### src/rtl/serial_sub_pkg.sv
// Shared types and constants for the bit-serial subtract sequencer.
package serial_sub_pkg;

  localparam int DEFAULT_WIDTH = 8;

  localparam logic [1:0] ST_IDLE = 2'd0;
  localparam logic [1:0] ST_RUN  = 2'd1;
  localparam logic [1:0] ST_DONE = 2'd2;

  typedef enum logic [1:0] {
    IDLE = ST_IDLE,
    RUN  = ST_RUN,
    DONE = ST_DONE
  } state_t;

endpackage

### src/rtl/serial_sub_ctrl_cell.sv
// One-bit full subtractor: o_diff = a - b - b_in, o_b_out set when a < b + b_in.
module full_sub_cell (
  input  logic i_a,
  input  logic i_b,
  input  logic i_b_in,
  output logic o_diff,
  output logic o_b_out
);

  assign o_diff  = i_a ^ i_b ^ i_b_in;
  assign o_b_out = (~i_a & (i_b | i_b_in)) | (i_b & i_b_in);

endmodule

### src/rtl/serial_sub_ctrl.sv
// Bit-serial subtract sequencer: diff = a - b - b_in over WIDTH cycles, LSB first.
// Optional signed-overflow output o_ovf is built when SERIAL_SUB_OVF_EN is defined.
module serial_sub_ctrl
  import serial_sub_pkg::*;
#(
  parameter int WIDTH = DEFAULT_WIDTH
) (
  input  logic             i_clk,
  input  logic             i_rst,
  input  logic             i_start,
  input  logic [WIDTH-1:0] i_a,
  input  logic [WIDTH-1:0] i_b,
  input  logic             i_b_in,
  output logic             o_busy,
  output logic             o_done,
  output logic [WIDTH-1:0] o_diff,
  output logic             o_b_out
`ifdef SERIAL_SUB_OVF_EN
  ,
  output logic             o_ovf
`endif
);

  localparam int CNT_W = (WIDTH > 1) ? $clog2(WIDTH) : 1;
  localparam logic [CNT_W-1:0] CNT_LAST = CNT_W'(WIDTH - 1);

  state_t           r_state;
  logic [WIDTH-1:0] r_sa;
  logic [WIDTH-1:0] r_sb;
  logic [WIDTH-1:0] r_sd;
  logic             r_borrow;
  logic [CNT_W-1:0] r_cnt;

  logic             w_d;
  logic             w_bo;
  logic [WIDTH-1:0] w_sd_next;

  full_sub_cell u_cell (
    .i_a    (r_sa[0]),
    .i_b    (r_sb[0]),
    .i_b_in (r_borrow),
    .o_diff (w_d),
    .o_b_out(w_bo)
  );

  // Shift-based insert keeps the expression legal for WIDTH == 1.
  assign w_sd_next = (r_sd >> 1) | (WIDTH'(w_d) << (WIDTH - 1));

  always_ff @(posedge i_clk or posedge i_rst) begin
    if (i_rst) begin
      r_state  <= IDLE;
      r_sa     <= '0;
      r_sb     <= '0;
      r_sd     <= '0;
      r_borrow <= 1'b0;
      r_cnt    <= '0;
      o_busy   <= 1'b0;
      o_done   <= 1'b0;
      o_diff   <= '0;
      o_b_out  <= 1'b0;
`ifdef SERIAL_SUB_OVF_EN
      o_ovf    <= 1'b0;
`endif
    end else begin
      case (r_state)
        IDLE: begin
          o_done <= 1'b0;
          if (i_start) begin
            r_sa     <= i_a;
            r_sb     <= i_b;
            r_borrow <= i_b_in;
            r_cnt    <= '0;
            o_busy   <= 1'b1;
            r_state  <= RUN;
          end
        end
        RUN: begin
          r_sa     <= r_sa >> 1;
          r_sb     <= r_sb >> 1;
          r_sd     <= w_sd_next;
          r_borrow <= w_bo;
          r_cnt    <= r_cnt + CNT_W'(1);
          if (r_cnt == CNT_LAST) begin
            o_diff  <= w_sd_next;
            o_b_out <= w_bo;
`ifdef SERIAL_SUB_OVF_EN
            o_ovf   <= r_borrow ^ w_bo;
`endif
            o_done  <= 1'b1;
            r_state <= DONE;
          end
        end
        DONE: begin
          // The DONE->IDLE edge doubles as the accept slot so throughput is WIDTH+1.
          o_done <= 1'b0;
          if (i_start) begin
            r_sa     <= i_a;
            r_sb     <= i_b;
            r_borrow <= i_b_in;
            r_cnt    <= '0;
            r_state  <= RUN;
          end else begin
            o_busy  <= 1'b0;
            r_state <= IDLE;
          end
        end
        default: begin
          o_busy  <= 1'b0;
          o_done  <= 1'b0;
          r_state <= IDLE;
        end
      endcase
    end
  end

endmodule

### config.mk
export PLATFORM = sky130hd
export DESIGN_NAME = serial_sub_ctrl
export DESIGN_NICKNAME = d
export VERILOG_FILES = /design/src/rtl/serial_sub_pkg.sv /design/src/rtl/serial_sub_ctrl_cell.sv /design/src/rtl/serial_sub_ctrl.sv
export SDC_FILE = /design/constraint.sdc
export NUM_CORES = 1
export LEC_CHECK = 0
export ABC_AREA = 1
export CAP_MARGIN = 20
export CORE_MARGIN = 2
export CORE_UTILIZATION = 47
export CTS_CLUSTER_DIAMETER = 150
export CTS_CLUSTER_SIZE = 12
export DETAILED_ROUTE_END_ITERATION = 6
export PLACE_DENSITY = 0.83
export REMOVE_ABC_BUFFERS = 1
export SYNTH_ARGS = -nofsm -noshare
export SYNTH_HDL_FRONTEND = slang
export SYNTH_SLANG_ARGS = --single-unit
### constraint.sdc
create_clock -name i_clk -period 1.2 [get_ports i_clk]
set_input_delay 0.24 -clock i_clk [delete_from_list [all_inputs] [get_ports i_clk]]
set_output_delay 0.24 -clock i_clk [all_outputs]
set_load 0.005 [all_outputs]
* Word level (Yosys, flattened, before mapping)
Cells that the tools add are included.
Storage, ports and cells: register bits after elaboration 41, memories kept 0, RAM bits 0, input bits 20, ROM bits 0, output and inout bits 11, bits in latches 0
Operators by class: div/mod/pow operators 0, shift-type cells 0, multiply operators 0, muxes and demuxes 17, eq/ne operators 7, reduce and logical (&&, ||, !) cells 7, add/sub/neg operators 1, bitwise logic cells 9, magnitude comparators 0
Operators with widths (count):
- one-hot mux 8 bit (2 select lines) | 2
- two-way mux 8 bit | 2
- OR 7 x 8 -> 8 bit | 1
- two-way mux 1 bit | 6
- != test 2 bit (second input constant) | 3
- one-hot mux 2 bit (3 select lines) | 1
- one-hot mux 3 bit (2 select lines) | 1
- AND reduction 2 bit | 3
- two-way mux 2 bit | 2
- adder 3 x 1 -> 3 bit (second input constant) | 1
- equality test 3 bit (second input constant) | 1
- two-way mux 3 bit | 1
- one-hot mux 1 bit (3 select lines) | 1
- AND reduction 3 bit | 1
- bitwise AND 1 bit | 2
- equality test 2 x 1 -> 1 bit (second input constant) | 1
- equality test 2 bit (second input constant) | 1
- zero test 2 bit | 1
- != test 2 x 1 -> 1 bit (second input constant) | 1
- NOT 1 bit | 2
- OR 1 bit | 2
- one-hot mux 1 bit (2 select lines) | 1
- nonzero test 2 bit | 1
- OR reduction 2 bit | 1
- XOR 1 bit | 2

* Logic depth before layout (Yosys ltp)
Gate-level depths: netlist (run 1).
word-level depth 4, mapped depth 7, mapped depth without buffers 6

* Hierarchy
From an unflattened synthesis (run 1), not the netlist that was laid out.
Second synthesis, totals: cell total of the unflattened synthesis 226, area, all modules 1865.5 sq um
By module, submodules not included:
- serial_sub_ctrl | area an instance 1838.0 sq um, cells each 223, times used 1, seq. area each 1001.0 sq um
- full_sub_cell | area an instance 27.5 sq um, cells each 3, times used 1, seq. area each 0.0 sq um

* Worst setup path after synthesis (run 1)
No wires, ideal clock.
kind flip-flop to flip-flop, from register r_cnt[0], to register o_diff[1], cell stages (with the launch flop) 6, required time 1082 ps, path slack -17 ps, arrival time 1099 ps, library setup time 118 ps, cell sequence dfrtp_1 ha_1 ha_1 clkbuf_1 nand3_1 nand2_1
Between the ends: word-level cells in the longest chain between the ends 2
Ends and longest elaborated chain:
- from (decl) | RTL line serial_sub_ctrl.sv:32 | logic [CNT_W-1:0] r_cnt;
- from (signal assigned) | RTL line serial_sub_ctrl.sv:82 | r_cnt <= r_cnt + CNT_W'(1);
- equality test 3 bit | RTL line serial_sub_ctrl.sv:83 | if (r_cnt == CNT_LAST) begin
- AND reduction 2 bit (no source line)
- to (signal assigned) | RTL line serial_sub_ctrl.sv:84 | o_diff <= w_sd_next;
- to (decl) | RTL line serial_sub_ctrl.sv:16 | output logic [WIDTH-1:0] o_diff,
Every way passes these cells. A chain may end at the register's enable or synchronous reset.

* Worst setup path in the final report (run 1)
from register r_sa[0], to register o_diff[7]
Between the ends: word-level cells in the longest chain between the ends 3
Ends and longest elaborated chain:
- from (decl) | RTL line serial_sub_ctrl.sv:28 | logic [WIDTH-1:0] r_sa;
- from (signal assigned) | RTL line serial_sub_ctrl.sv:69 | r_sa <= i_a;
- from (signal assigned) | RTL line serial_sub_ctrl.sv:78 | r_sa <= r_sa >> 1;
- from (signal assigned) | RTL line serial_sub_ctrl.sv:97 | r_sa <= i_a;
- XOR 1 bit (2 in a row) | RTL line serial_sub_ctrl_cell.sv:10 | assign o_diff = i_a ^ i_b ^ i_b_in;
- OR 7 x 8 -> 8 bit | RTL line serial_sub_ctrl.sv:47 | assign w_sd_next = (r_sd >> 1) | (WIDTH'(w_d) << (WIDTH - 1));
Every way passes these cells.

==> results.yml, run 1 <==
outcome:
  status: "finished with violations"
  violations: "setup timing"
grt:
  grt_max_degree: 41
  busiest_layer: "met2"
  use_met1_pct: 25.3
  track_usage_pct: 19.9
  grt_pass1_wl_um: 6500
  grt_pass1_vias: 1412
  antenna_found_initial: 0
  gr-usage-met3_pct: 5.07
  grt-ovfl-total: 0
  use_met2_pct: 32.5
critical_path:
  crit_slowest_cell: "fa_1"
  r2r_start: "r_sa[0]$_DFFE_PP0P_"
  crit_path_end_kind: "flip-flop"
  crit_chain: "inv_2, fa_1, inv_1, nand3_1, nand2_1"
  crit_type: "reg2reg"
  critPathLaunch: "r_sa[0]$_DFFE_PP0P_"
  critPathMaxStageDelay_ps: 550
  arrival_ps: 1420
  crit_path_start_kind: "flip-flop"
  crit_fanout: 2
  reg2reg_to: "o_diff[7]$_DFFE_PP0P_"
  r2r_cells: 5
  reg2reg_slack_ps: -30
  required_ps: 1390
logic_synthesis:
  yosysTopAreaCell: "dfrtp_1"
  yosys-top-cells-area: "dfrtp_1 (54%), nand2_1 (24%), nand3_1 (7.8%)"
  netlist_instances: 224
  ys_ff_latch: 40
  synth_area_per_cell_um2: 8.34
  synth_top_area_share_pct: 53.6
  ys_seq_area_share_pct: 53.6
  synth_cell_types: 18
  ys.warnings.count: 0
  syn-cell-area_um2: 1870
drt:
  routed-via-count: 1608
  dr.pass1.iters: 4
  initialDrtViolationCount: 101
  ant_nets: 0
  viasPerCell: 4.86
  routed_wl_um: 4090
  routedWlPerCell_um: 12.3
  drcViolationCount: 0
sta:
  setup_viol: 2
  final.setup.tns_ps: -48.6
  setup_slack_ps: -30.5
  skew_ps: 4.82
  grt_setup_unrepaired: "true"
  final_min_period_over_clock_period_pct: 103
  fmax_ghz: 0.813
  slew_viol_final: 0
  timing.final.crit_period_ps: 1230
  final_hold_viol_count: 0
  worstMarginPinSlew_ps: 311
  slew_headroom_pct: 79.2
floorplan:
  die_h_um: 67.0
  std_cell_rows: 22
  die_area_um2: 4500
  core_region_area_um2: 3740
  die_x_um: 67.0
  start_util_pct: 49.9
  ios: 31
place:
  place.gp.congestion: 0.855
  port_buffers: 30
  place_ws_ps: -108
  dp_hpwl_um: 2560
  placed_cells: 306
pwr:
  power-per-cell-area_nw_per_um2: 2490
  total_power_w: 0.00648
  vdd_ir_drop_max_mv: 1.18
  power.leakage_nw: 1.39
hold_path:
  hp-class: "in2async"
finish:
  nets: 305
  utilization_pct: 69.7
  diodes: 0
  finalNonFillerCells: 331
  syn2layout_area_growth_pct: 39.7
  n_fill_cell: 303
  drive_above_1_share_pct: 19.4
clocking:
  cts_buffer_depth: 2
  clk_pin_slew_worst_paths_ps: 70
  tritoncts: "done"
  numCtsBuffers: 5
  cts_root_buf: "clkbuf_8"
  clkLatencyLatePin_ps: 300
  clock_sinks: 40
  hold_buffers: 0
  cts_max_level: 2
flow_run:
  cap_violations: 0
## flip-flops by register name, summed over array words and instances, names as in the netlist, 2 cells and up
signal / count
r_cnt: 3
o_diff: 8
r_sa: 8
r_state: 2
r_sd: 7
r_sb: 8
## cells in the mapped netlist (all sizes together)
cell / number
buf: 10
clkbuf: 1
nand3: 30
dfrtp: 40
ha: 2
nand2: 122
nor2: 4
fa: 1
o21ai: 4
a21oi: 1
inv: 9
## worst max-delay path by stage
stage	cells past startpoint	to	slack, ps
after CTS	5	o_diff[7]$_DFFE_PP0P_	-30
after detailed placement	5	o_diff[2]$_DFFE_PP0P_	-110
after floorplan	5	r_borrow$_DFFE_PP0P_	-180
final	5	o_diff[7]$_DFFE_PP0P_	-30
after global placement	5	r_sb[1]$_DFFE_PP0P_	-70
after global routing	5	o_diff[7]$_DFFE_PP0P_	-110
## power by group
part	total [W]	internal, W	switching (W)
Clock	0.000920	0.000469	0.000451
Combinational	0.00323	0.00154	0.00169
Sequential	0.00234	0.00193	0.000403
Total	0.00648	0.00394	0.00254
## metal layers
layer	wire length, um	part of all wire (%)
met1	1750	43
met2	2050	50
met3	201	4.9
met4	78	1.9
met5	0	0
## metrics by stage
step,hold slack [ps],cell area (um^2)
final,294,2610
after global routing,314,2610
after CTS,299,2430
after detailed placement,465,2270
after global placement,461,2270
after floorplan,357,1780
## critical path, delay by kind of cell, from the launching register on
family | cells | cell delay (ps)
adder cells (fa/ha/maj) | 1 | 550
buffers and inverters | 2 | 90
flip-flops | 1 | 360
AND/OR/NAND/NOR | 2 | 120
## what timing repair did
item	CTS	global route
pin swaps	1	6
resized for setup	17	27
gates cloned	0	3
buffers inserted	7	7
setup endpoints to repair	25	30
## cells by family (layout without fill, tap and decap cells)
kind of cell | Yosys count | count (layout) | synth area share (%)
adder cells (fa/ha/maj) | 3 | 3 | 2.41
AND/OR/NAND/NOR | 156 | 159 | 35.7
flip-flops | 40 | 40 | 53.6
AO/OA/AOI/OAI | 5 | 5 | 1.34
buffers and inverters | 20 | 76 | 6.97
## cell usage in the layout, fill, tap and decap left out, types with 3 or more instances in the layout
| cell type | count |
|---|---|
| clkdlybuf4s15_1 | 6 |
| nand3_1 | 25 |
| clkdlybuf4s50_1 | 19 |
| clkbuf_8 | 6 |
| nand2_1 | 119 |
| buf_6 | 5 |
| inv_1 | 6 |
| nand3_2 | 4 |
| nand2_8 | 3 |
| dfrtp_1 | 39 |
| buf_4 | 22 |
| dlygate4sd2_1 | 5 |
## final cells by class
| type | instances | area, um^2 | share of cell area (%) |
|---|---|---|---|
| tap | 48 | 60.1 | 2.30 |
| inverter | 9 | 43.8 | 1.68 |
| sequential | 40 | 1000 | 38.4 |
| clock buffer | 8 | 90.1 | 3.45 |
| multi-input combinational | 167 | 857 | 32.9 |
| timing repair buffer | 59 | 556 | 21.3 |
No activity file was read; power rests on OpenSTA's default activity.
==> inputs of run 2 (changes only) <==
RECOVER_POWER = 25   (was unset)
==> run 2 against run 1 <==
Against the previous run:
- wire length hardly changed
- die area unchanged
- hold slack improved by 190 ps
- the flow still finishes with violations (setup timing)
- non-clock buffer count is the same
- via count decreased by 0.50%
- first-iteration DRC count shrank 13%
==> results.yml, run 2 (synthesized netlist as in run 1, its figures left out) <==
critical_path:
  arrival_ps: 1420
  crit_type: "reg2reg"
  critPathMaxStageDelay_ps: 550
  crit_slowest_cell: "fa_1"
  crit_fanout: 2
  crit_path_end_kind: "flip-flop"
  crit_chain: "inv_2, fa_1, inv_1, nand3_1, nand2_1"
  required_ps: 1390
  crit_path_start_kind: "flip-flop"
finish:
  syn2layout_area_growth_pct: 39.0
  layout_commonest_cell: "nand2_1"
  drive_above_1_share_pct: 19.4
  top_regs: "o_diff: 8 flops, r_sa: 8 flops, r_sb: 8 flops"
  mostFrequentLayoutCells: "nand2_1 (119), dfrtp_1 (39), nand3_1 (25)"
  nets: 305
  diodes: 0
sta:
  setup_viol: 2
  whs_ps: 479
  worstMarginPinSlew_ps: 526
  setup_slack_ps: -29.7
  grt_setup_unrepaired: "true"
  final.setup.tns_ps: -46.8
  slew_viol_final: 0
  fmax_ghz: 0.813
  slew_headroom_pct: 64.9
  skew_ps: 4.63
  final_min_period_over_clock_period_pct: 102
  timing.final.crit_period_ps: 1230
  final_hold_viol_count: 0
grt:
  grt_pass1_wl_um: 6500
  grt-ovfl-total: 0
  track_usage_pct: 19.9
  antenna_found_initial: 0
  grt_pass1_vias: 1412
  grt_max_degree: 41
pwr:
  total_power_w: 0.00648
  intPower_w: 0.00393
  comb_power_share_pct: 49.7
  swShare_pct: 39.3
  clkPwrFrac_pct: 14.2
  vdd_ir_drop_max_mv: 1.18
  switching_power_w: 0.00255
  p_seq_share_pct: 36.1
  power-per-cell-area_nw_per_um2: 2500
  power.leakage_nw: 1.38
hold_path:
  hp-class: "reg2reg"
drt:
  routed_wl_um: 4090
  initialDrtViolationCount: 88
  viasPerCell: 4.83
  drcViolationCount: 0
  routedWlPerCell_um: 12.4
  routed-via-count: 1600
  ant_nets: 0
  dr.pass1.iters: 4
floorplan:
  start_util_pct: 49.9
  die_x_um: 67.0
  ios: 31
  die_h_um: 67.0
  std_cell_rows: 22
  die_area_um2: 4500
  core_region_area_um2: 3740
clocking:
  cts_root_buf: "clkbuf_8"
  numCtsBuffers: 5
  cts_max_level: 2
  clock_sinks: 40
  clk_pin_slew_worst_paths_ps: 70
  clkLatencyLatePin_ps: 300
  tritoncts: "done"
  cts_buffer_depth: 2
outcome:
  status: "finished with violations"
  violations: "setup timing"
place:
  port_buffers: 30
  dp_hpwl_um: 2560
  place.gp.congestion: 0.855
flow_run:
  cap_violations: 0
==> run 2: changes by cell type in the layout (fill, tap and decap cells not counted), sizes merged <==
cell,delta
dlygate4sd3,+1
buf,-1
clkdlybuf4s50,-1
clkbuf,+1
==> run 2: path summary, 6_finish.rpt <==
path / startpoint / endpoint / slack (ps) / depth (start not counted)
worst max-delay path: r_sa[0]$_DFFE_PP0P_ / o_diff[7]$_DFFE_PP0P_ / -30 / 5
worst min-delay path: o_diff[4]$_DFFE_PP0P_ / o_diff[4]$_DFFE_PP0P_ / 480 / 2
worst max register to register: r_sa[0]$_DFFE_PP0P_ / o_diff[7]$_DFFE_PP0P_ / -30 / 5
worst min register to register: o_diff[4]$_DFFE_PP0P_ / o_diff[4]$_DFFE_PP0P_ / 480 / 2
max in group asynchronous: i_rst / r_state[0]$_DFFE_PP0P_ / 290 / 3
min in group asynchronous: i_rst / o_diff[1]$_DFFE_PP0P_ / 530 / 3
==> run 2: metal layers <==
metal / up-vias / part of all wire (%) / GRT usage, %
li1: 811 / - / -
met1: 734 / 43 / 25.3
met2: 46 / 50 / 32.5
met3: 9 / 4.5 / 5.07
met4: 0 / 1.8 / 7.65
met5: - / 0 / 0
==> run 2: what timing repair did <==
action                                  CTS  global route
endpoints found under the setup margin   25            30
pin swaps                                 1             6
gates cloned                              0             3
buffers inserted                          7             7
hold buffers                              0             0
gates resized for setup                  17            27
==> run 2: power by group through the flow <==
stage	registers, W	logic, W	clock network [W]
6_report	0.00234	0.00322	0.000923
5_1_grt	0.00240	0.00364	0.000991
4_1_cts	0.00230	0.00272	0.000931
3_5_place_dp	0.00231	0.00263	0
3_3_place_gp	0.00229	0.00250	0
2_1_floorplan	0.00231	0.00149	0
==> run 2: critical path, delay by kind of cell, from the launching register on <==
kind,cells,cell delay (ps)
buffers and inverters,2,90
AND/OR/NAND/NOR,2,120
adder cells (fa/ha/maj),1,550
flip-flops,1,360
==> run 2: layout make-up <==
type,instances,area (um^2)
Multi-Input combinational cell,167,857
Timing Repair Buffer,59,543
Inverter,9,43.8
Clock buffer,8,90.1
Tap cell,48,60.1
Sequential cell,40,1000
Fill cell,305,1150
==> run 2: per-stage QoR <==
stage | utilization [%] | cell area [um^2] | instances | setup WS [ps]
detailed placement | 60.8 | 2270 | 306 | -108
global route | 69.4 | 2600 | 331 | -109
floorplan | - | 1780 | 213 | -182
finish | 69.4 | 2600 | 331 | -29.7
CTS | 64.8 | 2430 | 321 | -34.1
global placement | 60.8 | 2270 | 306 | -66.5
==> variant 1: new RTL, config.mk and constraints of run 1 <==
Register the output `o_diff` once more, without a reset; this adds one clock of latency there. The other outputs are not delayed to match.
--- a/src/rtl/serial_sub_ctrl.sv
+++ b/src/rtl/serial_sub_ctrl.sv
@@ -24,4 +24,6 @@
   localparam int CNT_W = (WIDTH > 1) ? $clog2(WIDTH) : 1;
   localparam logic [CNT_W-1:0] CNT_LAST = CNT_W'(WIDTH - 1);
+
+  logic [WIDTH-1:0] o_diff_s0;
 
   state_t           r_state;
@@ -57,5 +59,5 @@
       o_busy   <= 1'b0;
       o_done   <= 1'b0;
-      o_diff   <= '0;
+      o_diff_s0 <= '0;
       o_b_out  <= 1'b0;
 `ifdef SERIAL_SUB_OVF_EN
@@ -82,5 +84,5 @@
           r_cnt    <= r_cnt + CNT_W'(1);
           if (r_cnt == CNT_LAST) begin
-            o_diff  <= w_sd_next;
+            o_diff_s0 <= w_sd_next;
             o_b_out <= w_bo;
 `ifdef SERIAL_SUB_OVF_EN
@@ -114,4 +116,8 @@
   end
 
+  always_ff @(posedge i_clk) begin
+    o_diff <= o_diff_s0;
+  end
+
 endmodule
 
Check against the original RTL: not equivalent (a bounded check fails within 10 cycles, from zero or initial values and one cycle with i_rst high).
==> variant 1 against run 1 <==
The run still ends with setup timing left; critical path depth is 1 lower; area after synthesis is 6.7% higher; sequential power is 18% higher; non-clock buffer count is 6 lower; die area is 6.3% higher; power is 4.0% higher; final area is 2.6% higher; combinational power is 8.0% lower; wire length is 5.0% higher; setup slack worse by 26 ps; sequential cell count is 8 higher; largest power group unchanged; highest routed layer unchanged.
==> variant 1: results (changes against run 1) <==
metric,value,unit,change
hpwl dp,2564,um,+0.23%
adder-cell share of the synthesized area,0.02260,,-0.001514
Post-DP Area,2430,um^2,+6.8%
per-cell routed wire length,12.88,um,+4.3%
Via density,4.955,,+2.0%
WHS,293.6,ps,-0.1990 ps
final setup fails,1,,-1
register area share after synthesis,0.5825,,+0.04671
count of different cell masters after synthesis,19,,+1
met1 Usage GRT,0.2355,,-0.01721
share of layout cells above drive strength 1,0.2120,,+0.01767
largest net degree at the start of global routing,41,,unchanged
Met2 Wirelength,2134,um,+3.9%
non-clk buf share,0.1912,,-0.02174
final worst setup slack,-55.98,ps,-25.50 ps
peak supply drop,1219,uV,+3.8%
multi-input combinational area share,0.3029,,-0.02559
Clock Buffer Count,6,,-2
Area contributors post-synth,"dfrtp_1 (50%), nand2_1 (23%), dfxtp_1 (8.0%)",,
Leak,0.001425,uW,+2.8%
Multi-In Gates,166,,-0.60%
Clock-cell share,0.03600,,+0.001466
bufs w/o clock,53,,-10%
Worst Clk Skew,8.100,ps,+3.282 ps
GR Util All Layers,0.1816,,-0.01783
Register Area,1162,um^2,+16%
wire length on met1,1912,um,+9.2%
Antenna Cells,0,,unchanged
clk slew on worst S/H paths,90,ps,+20 ps
final core utilization,0.6643,,-0.03257
first-pass GRT wire length,6941,um,+6.8%
status,"complete, but fails checks",,
Starting DRT DRC Count,195,,+93%
post-place setup slack,-75.79,ps,+32.24 ps
syn_area_per_cell,8.554,um^2,+2.6%
DR WL met3,155,um,-23%
Inverters,8,,-1
Psw,2604,uW,+2.3%
R2R depth,4,,-1
Worst EP arrival,1460,ps,+40 ps
GRT met2 Usage,0.2927,,-0.03276
Setup crit start,r_borrow,,
routability cong.,0.7721,,-9.7%
"top cells by count, synth","nand2_1 (123), dfrtp_1 (40), nand3_1 (30)",,
violated checks,setup timing,,
Sink Count,48,,+20%
fraction of registers with async set or reset after synthesis,0.8333,,-0.1667
placed insts,317,,+3.6%
fill count,300,,-0.99%
FF-to-FF End,o_diff_s0[7],,
multi-input logic area,810.8,um^2,-5.4%
Setup TNS,-55.98,ps,-7.385 ps
Synth Area in Compound Gates,0.007533,,-0.005863
variant 1: cell count changes in the layout (fill, tap and decap cells not counted), sizes merged:
cell / run 1 / this run
dfxtp: 0 / 8
buf: 29 / 23
clkdlybuf4s15: 6 / 3
dlygate4sd2: 5 / 8
clkbuf: 8 / 6
nand2: 124 / 126
o21ai: 4 / 2
clkinv: 0 / 1
nand3: 31 / 30
variant 1: timing repair:
action                                  in CTS  in global routing
pin swaps                                    1                 14
setup buffers                                3                  5
endpoints found under the setup margin      23                 30
hold endpoints to repair                     0                  0
hold buffers                                 0                  0
gates resized for setup                     19                 25
variant 1: critical path, cell delays in order (launching register included):
cell     delay, ps
dfrtp_1        420
fa_2           590
inv_2           40
nand3_2         60
nand2_2         50
variant 1: power by group through the flow:
stage | Sequential [uW] | Clock (uW) | Combinational (uW)
CTS | 2680 | 1040 | 2620
global route | 2830 | 1100 | 3290
floorplan | 2690 | 0 | 1470
detailed placement | 2700 | 0 | 2590
global placement | 2690 | 0 | 2490
finish | 2750 | 1020 | 2970
==> variant 2: new RTL, flow settings as in run 1 <==
Without the edit above. Build with the macro `SERIAL_SUB_OVF_EN` defined.
--- a/src/rtl/serial_sub_ctrl.sv
+++ b/src/rtl/serial_sub_ctrl.sv
@@ -1,4 +1,6 @@
 // Bit-serial subtract sequencer: diff = a - b - b_in over WIDTH cycles, LSB first.
 // Optional signed-overflow output o_ovf is built when SERIAL_SUB_OVF_EN is defined.
+`define SERIAL_SUB_OVF_EN
+
 module serial_sub_ctrl
   import serial_sub_pkg::*;
Behaviour (old outputs only; new: o_ovf): unchanged (Yosys induction, for registers that start in step).
==> variant 2 against run 1 <==
The run still ends with setup timing left; area after synthesis up 4.8%; final area up 0.48%; sequential share of layout area up 0.77 points; wire length down 1.0%; first-iteration DRC count down 15%; sequential cell count up 1; via count down 1.7%; non-clock buffer count down 1; power up 0.45%; setup slack better by 0.88 ps; clock power down 2.6%; critical endpoint is now r_borrow; largest power group unchanged; highest routed layer unchanged.
==> variant 2: results (changes against run 1) <==
metric,value,unit,change
Post-Syn Instances,226,,+0.89%
ys flop type,dfrtp_1,,
"top cells by count, synth","nand2_1 (110), dfrtp_1 (41), inv_1 (14)",,
Pwr Density,2485,nW/um^2,about the same
register area share after synthesis,0.5243,,-0.01154
Post-DP Area,2344,um^2,+3.0%
Starting DRT DRC Count,86,,-15%
violated checks,setup timing,,
hpwl dp,2473,um,-3.3%
Routed Wire Length,4044,um,-1.0%
CP Max Fanout,3,,+1
GR Util All Layers,0.1852,,-0.01421
Layout Cells excl Fill,332,,+0.30%
met3 global-route usage,0.06006,,+0.009389
Worst Clk Skew,3.955,ps,-0.8632 ps
fraction of registers with async set or reset after synthesis,1.000,,unchanged
Area contributors post-synth,"dfrtp_1 (52%), nand2_1 (21%), nand3_2 (5.1%)",,
GRT met2 Usage,0.2728,,-0.05266
Met2 Wirelength,1908,um,-7.1%
Setup TNS,-55.14,ps,-6.549 ps
root buffer cell,clkbuf_8,,
PortBufs,31,,+3.3%
vias in the first global route,1424,,+0.85%
routability cong.,0.7604,,-11%
DR WL met3,219,um,+9.0%
final worst setup slack,-29.60,ps,+0.8793 ps
clk slew on worst S/H paths,70,ps,about the same
status,"complete, but fails checks",,
H-tree levels,2,,unchanged
detailed-router iteration count before antenna repair,4,,unchanged
post-place setup slack,-96.50,ps,+11.52 ps
wire length on met1,1838,um,+5.0%
largest net degree at the start of global routing,42,,+2.4%
met1 Usage GRT,0.2439,,-0.008859
Worst EP arrival,1420,ps,about the same
fill count,321,,+5.9%
Hold WC Path Type,primary input to async pin,,
peak supply drop,1184,uV,+0.72%
share of layout cells above drive strength 1,0.2128,,+0.01842
final setup fails,3,,+1
count of different cell masters after synthesis,20,,+2
Relative slew margins,0.8531,,+0.06093
Vias,1580,,-1.7%
first-pass GRT wire length,6251,um,-3.8%
Leak,0.001345,uW,-3.0%
variant 2: cell count changes after synthesis, moves of 2 or more:
cell | run 1 | this run
buf_2 | 1 | 3
buf_4 | 5 | 2
inv_1 | 7 | 14
nand3_1 | 29 | 10
o21ai_1 | 0 | 8
nand3_2 | 1 | 10
o21ai_0 | 4 | 8
nand2_1 | 119 | 110
variant 2: worst max-delay path: stages (launching register included):
cell,delay [ps]
dfrtp_1,370
inv_2,50
fa_2,430
nand2_1,80
nand2_1,60
nand2_1,80
nand2_1,50
variant 2: cells by family after synthesis:
group           Yosys count  share of synthesized area
buf+inv                  27                    0.08375
simple gates            138                     0.3255
flops                    41                     0.5243
fa+ha+maj                 3                    0.02302
compound gates           17                    0.04348
variant 2: cell type report:
cell class	count	area share
Clock buffer	7	0.03294
Timing Repair Buffer	58	0.2100
Sequential cell	41	0.3919
Tap cell	50	0.02387
Multi-Input combinational cell	160	0.3155
Inverter	16	0.02578
variant 2: path summary, 6_finish.rpt:
path                       startpoint    endpoint  slack [ps]  cells past startpoint
min                             i_rst   o_diff[4]         280                      3
min reg2reg                 o_diff[0]   o_diff[0]         490                      2
max                           r_sa[0]    r_borrow         -30                      6
min in group i_clk             i_b[7]     r_sb[7]         480                      3
max in group asynchronous       i_rst  r_state[0]         700                      3
max reg2reg                   r_sa[0]    r_borrow         -30                      6
variant 2: repair_timing:
action / CTS / global route
buffers inserted: 5 / 10
setup endpoints to repair: 25 / 33
resized for setup: 19 / 18
pin swaps: 1 / 7
cloned: 1 / 1
variant 2: power breakdown:
group | leakage, uW | total [uW] | switching [uW] | internal [uW]
logic | 0.000782 | 3260 | 1720 | 1540
registers | 0.000519 | 2350 | 368 | 1980
clock network | 0.0000443 | 896 | 440 | 456
